$ cat src/rtl/mem_arbiter.sv
// mem_arbiter: shares one downstream memory port between instruction fetch
// (IFU, read-only) and the load/store unit (LSU, read/write).
//
// Flow: IDLE arbitrates and accepts one request. REQ presents it downstream
// until mem_req_ready. WAIT waits for mem_resp_valid, then pulses the owner's
// resp_valid for one cycle. Only one transaction is outstanding at a time.
// A watchdog in WAIT forces an error response after TIMEOUT cycles
// (TIMEOUT = 0 disables it).
//
// Ports:
//   clk, rst                  clock; asynchronous active-high reset
//   ifu_req_valid/ready/addr  fetch request handshake
//   ifu_resp_valid/rdata      fetch response (1-cycle pulse, data held)
//   lsu_req_valid/ready/addr/wen/wdata/wmask   load/store request handshake
//   lsu_resp_valid/rdata      load data / store ack (1-cycle pulse, data held)
//   mem_req_valid/ready/addr/wen/wdata/wmask   downstream request
//   mem_resp_valid/rdata      downstream response
//   err_timeout               1-cycle pulse when the watchdog fires
module mem_arbiter #(
  parameter int ADDR_W  = 32,
  parameter int DATA_W  = 32,
  parameter int TIMEOUT = 255
) (
  input  logic              clk,
  input  logic              rst,
  input  logic              ifu_req_valid,
  output logic              ifu_req_ready,
  input  logic [ADDR_W-1:0] ifu_addr,
  output logic              ifu_resp_valid,
  output logic [DATA_W-1:0] ifu_rdata,
  input  logic              lsu_req_valid,
  output logic              lsu_req_ready,
  input  logic [ADDR_W-1:0] lsu_addr,
  input  logic              lsu_wen,
  input  logic [DATA_W-1:0] lsu_wdata,
  input  logic [7:0]        lsu_wmask,
  output logic              lsu_resp_valid,
  output logic [DATA_W-1:0] lsu_rdata,
  output logic              mem_req_valid,
  input  logic              mem_req_ready,
  output logic [ADDR_W-1:0] mem_addr,
  output logic              mem_wen,
  output logic [DATA_W-1:0] mem_wdata,
  output logic [7:0]        mem_wmask,
  input  logic              mem_resp_valid,
  input  logic [DATA_W-1:0] mem_rdata,
  output logic              err_timeout
);

  typedef enum logic [1:0] {IDLE, REQ, WAIT} state_t;

  localparam logic [DATA_W-1:0] TIMEOUT_DATA = DATA_W'(32'hdeadbeaf);
  localparam logic [15:0]       TIMEOUT_CNT  = 16'(TIMEOUT);

  state_t              state_reg, state_next;
  logic                last_grant_lsu_reg;  // 1 = LSU was granted last
  logic                owner_lsu_reg;       // owner of the outstanding transaction
  logic [ADDR_W-1:0]   addr_reg;
  logic                wen_reg;
  logic [DATA_W-1:0]   wdata_reg;
  logic [7:0]          wmask_reg;
  logic [15:0]         cnt_reg;
  logic                ifu_resp_valid_reg, lsu_resp_valid_reg, err_timeout_reg;
  logic [DATA_W-1:0]   ifu_rdata_reg, lsu_rdata_reg;

  logic grant_ifu, grant_lsu;
  logic take_resp, take_timeout;

  // Round-robin: on conflict the requester that did not win last time goes.
  assign grant_ifu = ifu_req_valid & (~lsu_req_valid | last_grant_lsu_reg);
  assign grant_lsu = lsu_req_valid & (~ifu_req_valid | ~last_grant_lsu_reg);

  always_comb begin
    state_next    = state_reg;
    ifu_req_ready = 1'b0;
    lsu_req_ready = 1'b0;
    take_resp     = 1'b0;
    take_timeout  = 1'b0;
    case (state_reg)
      IDLE: begin
        // Readies are held low while reset is asserted so every output is 0.
        if (!rst) begin
          ifu_req_ready = grant_ifu;
          lsu_req_ready = grant_lsu;
          if (grant_ifu || grant_lsu)
            state_next = REQ;
        end
      end
      REQ: begin
        if (mem_req_ready)
          state_next = WAIT;
      end
      WAIT: begin
        // A response in the same cycle the counter expires takes priority.
        if (mem_resp_valid) begin
          take_resp  = 1'b1;
          state_next = IDLE;
        end else if ((TIMEOUT != 0) && (cnt_reg == TIMEOUT_CNT)) begin
          take_timeout = 1'b1;
          state_next   = IDLE;
        end
      end
      default: state_next = IDLE;
    endcase
  end

  always_ff @(posedge clk or posedge rst) begin
    if (rst) begin
      state_reg          <= IDLE;
      last_grant_lsu_reg <= 1'b1;
      owner_lsu_reg      <= 1'b0;
      addr_reg           <= '0;
      wen_reg            <= 1'b0;
      wdata_reg          <= '0;
      wmask_reg          <= '0;
      cnt_reg            <= '0;
      ifu_resp_valid_reg <= 1'b0;
      lsu_resp_valid_reg <= 1'b0;
      err_timeout_reg    <= 1'b0;
      ifu_rdata_reg      <= '0;
      lsu_rdata_reg      <= '0;
    end else begin
      state_reg          <= state_next;
      ifu_resp_valid_reg <= 1'b0;
      lsu_resp_valid_reg <= 1'b0;
      err_timeout_reg    <= 1'b0;

      if (ifu_req_ready || lsu_req_ready) begin
        owner_lsu_reg      <= lsu_req_ready;
        last_grant_lsu_reg <= lsu_req_ready;
        addr_reg           <= lsu_req_ready ? lsu_addr : ifu_addr;
        wen_reg            <= lsu_req_ready & lsu_wen;
        wdata_reg          <= lsu_req_ready ? lsu_wdata : '0;
        wmask_reg          <= lsu_req_ready ? lsu_wmask : 8'h00;
      end

      if (state_reg == REQ && mem_req_ready)
        cnt_reg <= '0;
      else if (state_reg == WAIT)
        cnt_reg <= cnt_reg + 16'd1;

      if (take_resp || take_timeout) begin
        if (owner_lsu_reg) begin
          lsu_resp_valid_reg <= 1'b1;
          lsu_rdata_reg      <= take_resp ? mem_rdata : TIMEOUT_DATA;
        end else begin
          ifu_resp_valid_reg <= 1'b1;
          ifu_rdata_reg      <= take_resp ? mem_rdata : TIMEOUT_DATA;
        end
        err_timeout_reg <= take_timeout;
      end
    end
  end

  assign mem_req_valid  = (state_reg == REQ);
  assign mem_addr       = addr_reg;
  assign mem_wen        = wen_reg;
  assign mem_wdata      = wdata_reg;
  assign mem_wmask      = wmask_reg;
  assign ifu_resp_valid = ifu_resp_valid_reg;
  assign ifu_rdata      = ifu_rdata_reg;
  assign lsu_resp_valid = lsu_resp_valid_reg;
  assign lsu_rdata      = lsu_rdata_reg;
  assign err_timeout    = err_timeout_reg;

endmodule

$ cat config.mk
export PLATFORM = sky130hd
export DESIGN_NAME = mem_arbiter
export DESIGN_NICKNAME = d
export VERILOG_FILES = /design/src/rtl/mem_arbiter.sv
export SDC_FILE = /design/constraint.sdc
export NUM_CORES = 1
export LEC_CHECK = 0
export ABC_CLOCK_PERIOD_IN_PS = 6700
export CAP_MARGIN = 20
export CORE_UTILIZATION = 30
export CTS_CLUSTER_SIZE = 40
export DETAILED_ROUTE_END_ITERATION = 16
export PLACE_DENSITY = 0.68
export SKIP_LAST_GASP = 1
export SLEW_MARGIN = 20
export SYNTH_ARGS = -nofsm -noshare
export SYNTH_HDL_FRONTEND = slang
export SYNTH_SLANG_ARGS = --single-unit
$ cat constraint.sdc
create_clock -name clk -period 6.7 [get_ports clk]
set_clock_uncertainty 0.15 [all_clocks]
set_input_delay 1.005 -clock clk [delete_from_list [all_inputs] [get_ports clk]]
set_output_delay 1.005 -clock clk [all_outputs]
set_load 0.1 [all_outputs]
==> out/metrics.cfg, run 1 <==
[layout]
fin_nets=1170
fillers=2365
areaGrowthSynthToFinish_pct=48.3
layout-drive-gt1-share=0.0934
antenna_cells=0

[global_route]
grt_pass1_vias=6189
antenna_found_initial=0
grtUsageTotal=0.166
grt_max_degree=100
globalRouteOverflowTotal=0
grt_pass1_wl_um=33600

[yosys]
seq_area_frac_synth=0.543
avgSynthCellArea_sq_um=9.59
syn-num-nets=913
synth_seq_cells=160
yosysWarnings=0
synth_area_leader_cell=dfrtp_1
syn_area_sq_um=7380
ys_types=45
synth_top_area_frac=0.539
syn_inst=769
ys_top_cells_by_area=dfrtp_1, nand2_1, nor2_1

[clock_network]
path_clk_slew_ns=0.07
root_buffer=clkbuf_16
postCtsSetupRepairBufs=0
cts_buffer_depth=2
numClockSinks=160
insertion_delay_ns=0.42
numCtsBuffers=17
ctsHtreeMaxLevel=4
ctsResizeCount=0
cts_tree=done
hold_buffers=0

[critical_path]
cp-end-kind=primary output
path_class=input pin to primary output
cp_max_fo=34
crit_required_ns=5.54
arrival_ns=3.68
worstSetupStartpointType=input pin

[floorplanning]
die-height_um=159
die_x_um=159
io_pins=286
start_util=0.304
die-area_sq_um=25200
rows=57
core_sq_um=24200

[routing]
first_iter_violations=403
drt_wl_total_um=20700
vias_per_cell=4.72
vias=6434
wl_per_cell_um=15.2
route.detailed.drc=0
antenna_left=0
drt_pass1_iterations=4

[placed_design]
dp.final_hpwl_um=13900
gp_congestion=0.795
io_buffers=285

[sta]
worst_pin_slew_ns=1.04
max_freq_ghz=0.207
setup_tns_ns=0
rsz0062_at_grt=false
fin_crit_ns=4.83
relSlewSlack=0.302
finalCritPeriodShare=0.721
hold_viol_final=0
slew_violations=0
setup_viol=0

[min_path]
hold_path.class=flop to flop

[run]
drv_cap=0

[run_status]
status=complete, no violations

==> cells in the final DEF (no fill, tap or decap), types with 17 or more instances in the layout <==
cell,count
clkbuf_16,17
nand2_1,144
a31oi_1,32
a21oi_2,40
a21oi_1,27
o21ai_1,23
nor2b_1,25
o21ai_0,46
nor2_1,103
clkdlybuf4s50_1,283
nand2b_1,21
a22o_1,41
dfrtp_1,159
==> Yosys cell counts <==
library cell	count
a21oi_1	27
a21oi_2	40
a22o_1	41
a31oi_1	32
and3_1	2
and3b_1	1
and4_1	2
and4_2	1
buf_1	1
buf_12	4
buf_2	27
buf_4	2
buf_6	2
clkbuf_1	17
dfrtp_1	159
dfstp_2	1
dlygate4sd1_1	1
dlymetal6s2s_1	2
ha_1	1
inv_1	1
inv_2	2
mux2i_1	10
nand2_1	144
nand2b_1	21
nand2b_2	1
nand3_1	7
nand3_2	2
nand3b_1	1
nand4_1	3
nand4b_1	1
nor2_1	104
nor2b_1	25
nor3_2	2
nor3_4	1
nor3b_2	1
nor4_1	1
nor4_2	1
o21a_1	2
o21ai_0	46
o21ai_1	23
o31ai_1	2
or2_1	1
or3_1	1
or3b_1	1
xor2_1	2
==> area by class of cell <==
cell class	instances	area (sq um)	share of cell area
inverters	3	16.3	0.00149
clock buffers	18	429	0.0392
repair buffers	294	2910	0.266
multi-input cells	550	3020	0.276
flip-flops and latches	160	4010	0.366
clock inverters	13	151	0.0138
well taps	324	405	0.0371
==> final timing paths <==
path,start,to,slack [ns],cells after the start
min in group asynchronous,rst,mem_addr[13],1.12,2
min reg2reg,last_grant_lsu_reg,last_grant_lsu_reg,0.32,2
min,last_grant_lsu_reg,last_grant_lsu_reg,0.32,2
max in group asynchronous,rst,mem_wdata[30],3.95,3
max reg2reg,state_reg[0],mem_wdata[18],4.26,6
max,rst,ifu_req_ready,1.87,5
==> per-stage QoR <==
stage          utilization  std cells  hold WS, ns  setup WS (ns)  instance area, sq um
6_report             0.451       1362        0.316           1.87                 10900
5_1_grt              0.451       1362        0.331           1.74                 10900
4_1_cts              0.451       1362        0.316           1.86                 10900
3_5_place_dp         0.427       1331        0.304           1.86                 10400
3_3_place_gp         0.427       1331        0.304           1.86                 10400
2_1_floorplan            -        769        0.294           1.23                  7380
==> logic make-up (layout without fill, tap and decap cells) <==
family          count (synthesis)  count (layout)  synth area share
buf+inv                        59             328            0.0495
compound gates                213             213             0.193
mux                            10              10            0.0136
xor+xnor                        2               2           0.00238
simple gates                  324             324             0.197
flops                         160             160             0.543
fa+ha+maj                       1               1           0.00170
==> critical path, stage by stage <==
cell and delay, ns:
clkdlybuf4s50_1 0.53, nor3_4 0.26, nand3_2 0.13, inv_2 0.49, clkdlybuf4s50_1 1.26
==> metal layers <==
layer / GRT usage / share of wire / up-vias
li1: - / - / 3124
met4: 0.0366 / 0.0073 / 0
met5: 0 / 0 / -
met3: 0.0575 / 0.079 / 10
met1: 0.219 / 0.46 / 3062
met2: 0.261 / 0.46 / 238
Power of run 1 is left out: the tool's default activity adds up to more than one toggle a clock period on the data nets, which glitch-free logic cannot reach.
==> run 2: changes to the inputs <==
--- a/config.mk
+++ b/config.mk
@@ -5,7 +5,7 @@
 export SDC_FILE = /design/constraint.sdc
 export NUM_CORES = 1
 export LEC_CHECK = 0
-export ABC_CLOCK_PERIOD_IN_PS = 6700
+export ABC_CLOCK_PERIOD_IN_PS = 4700
 export CAP_MARGIN = 20
 export CORE_UTILIZATION = 30
 export CTS_CLUSTER_SIZE = 40
==> constraint.sdc (replaced) <==
create_clock -name clk -period 4.7 [get_ports clk]
set_clock_uncertainty 0.15 [all_clocks]
set_input_delay 0.705 -clock clk [delete_from_list [all_inputs] [get_ports clk]]
set_output_delay 0.705 -clock clk [all_outputs]
set_load 0.1 [all_outputs]
==> out/metrics.cfg, run 2 (synthesis results as in run 1) <==
[critical_path]
rr_endpoint=lsu_rdata[15]
crit_chain=nor2b_1, clkdlybuf4s50_1
r2r_cells=6  ; unchanged
crit_family=buffers and inverters
r2r_start=cnt_reg[0]
crit_buf_inv=1  ; -2
cp_max_fo=11  ; -68%
cpPeakStageDelay_ns=1.23  ; -0.03 ns
arrival_ns=2.54  ; -1.14 ns
crit_slowest_cell=clkdlybuf4s50_1
worstSetupStartpointType=flop
cp-end-kind=primary output
path_class=flop to primary output
r2r_setup_slack_ns=2.29  ; -1.97 ns
crit_required_ns=3.85  ; -1.69 ns

[layout]
fillers=2352  ; -0.55%
antenna_cells=0  ; unchanged
areaGrowthSynthToFinish_pct=49.6
final_common_cell=clkdlybuf4s50_1
fin_nets=1172  ; +0.17%
layout-drive-gt1-share=0.0971  ; +0.00367
layout.cells.most_common_list=clkdlybuf4s50_1, dfrtp_1, nand2_1

[clock_network]
numCtsBuffers=17  ; unchanged
ctsResizeCount=0  ; unchanged
postCtsSetupRepairBufs=0  ; unchanged
path_clk_slew_ns=0.07  ; about the same
cts_tree=done
insertion_delay_ns=0.41  ; about the same
hold_buffers=0  ; unchanged
cts_buffer_depth=2  ; unchanged
ctsHtreeMaxLevel=4  ; unchanged
root_buffer=clkbuf_16
numClockSinks=160  ; unchanged

[routing]
drt_pass1_iterations=4  ; unchanged
antenna_left=0  ; unchanged
wl_per_cell_um=15.3  ; +0.31%
vias_per_cell=4.73  ; about the same
first_iter_violations=469  ; +16%
drt_wl_total_um=20800  ; +0.45%
route.detailed.drc=0  ; unchanged
vias=6445  ; +0.17%

[sta]
setup_tns_ns=0  ; unchanged
worst_pin_slew_ns=1.04  ; -0.00321 ns
slew_violations=0  ; unchanged
fin_crit_ns=3.39
hold_viol_final=0  ; unchanged
rsz0062_at_grt=false
finalCritPeriodShare=0.722
setup_viol=0  ; unchanged
relSlewSlack=0.304  ; +0.00215
max_freq_ghz=0.295

[run]
drv_cap=0  ; unchanged

[run_status]
status=complete, no violations

[global_route]
grt_pass1_wl_um=33700  ; +0.17%
grt_max_degree=67  ; -33%
antenna_found_initial=0  ; unchanged
grt_pass1_vias=6204  ; +0.24%
grtUsageTotal=0.166  ; about the same
globalRouteOverflowTotal=0  ; unchanged

[floorplanning]
die-height_um=159  ; unchanged
rows=57  ; unchanged
start_util=0.304  ; unchanged
core_sq_um=24200  ; unchanged
die_x_um=159  ; unchanged
io_pins=286  ; unchanged
die-area_sq_um=25200  ; unchanged

[min_path]
hold_path_depth=2  ; unchanged
hold_path.class=flop to flop
hp-start=last_grant_lsu_reg
worst_hold_path.endpoint=last_grant_lsu_reg

[placed_design]
dp.final_hpwl_um=13900  ; -0.11%
gp_congestion=0.775  ; -2.6%
io_buffers=285  ; unchanged

## run 2: changes by cell type in the layout (fill, tap and decap cells not counted), moves of 2 or more
cell	delta
inv_6	-2
clkbuf_8	+2
buf_4	-2
buf_12	+5
clkinvlp_4	+2
## run 2: stage by stage
| step | worst slack, ns | hold slack, ns | util | instances | area [sq um] |
|---|---|---|---|---|---|
| final | 1.31 | 0.327 | 0.455 | 1364 | 11000 |
| after global routing | 1.11 | 0.341 | 0.455 | 1364 | 11000 |
| after CTS | 1.22 | 0.327 | 0.455 | 1364 | 11000 |
| after detailed placement | 1.49 | 0.316 | 0.430 | 1333 | 10400 |
| after global placement | 1.49 | 0.302 | 0.430 | 1333 | 10400 |
| after floorplan | 1.74 | 0.294 | - | 769 | 7380 |
## run 2: tightest hold or removal path, stage by stage, from the launching register on
cell,delay (ns)
dfstp_2,0.38
nand2_1,0.05
nand2_1,0.05
## run 2: worst max path at each step
stage | start | cells after the start | to | slack, ns
final | state_reg[0] | 2 | mem_req_valid | 1.31
after CTS | state_reg[0] | 2 | mem_req_valid | 1.22
after detailed placement | rst | 5 | ifu_req_ready | 1.49
after global routing | state_reg[0] | 2 | mem_req_valid | 1.11
after floorplan | state_reg[0] | 6 | cnt_reg[6] | 1.74
after global placement | rst | 5 | ifu_req_ready | 1.49
## run 2: metal layers
layer / GRT usage / share of wire / up-vias
met1: 0.216 / 0.44 / 3073
met4: 0.0331 / 0.0033 / 0
met2: 0.263 / 0.47 / 226
met3: 0.0614 / 0.079 / 5
met5: 0 / 0 / -
li1: - / - / 3141
## run 2: area by class of cell
class | instances | area (sq um) | area share
Clock inverter | 12 | 148 | 0.0134
Timing Repair Buffer | 296 | 2990 | 0.271
Multi-Input combinational cell | 550 | 3020 | 0.274
Clock buffer | 19 | 453 | 0.0411
Inverter | 3 | 15.0 | 0.00136
Sequential cell | 160 | 4010 | 0.363
Tap cell | 324 | 405 | 0.0367
Power of run 2 is left out for the same reason.
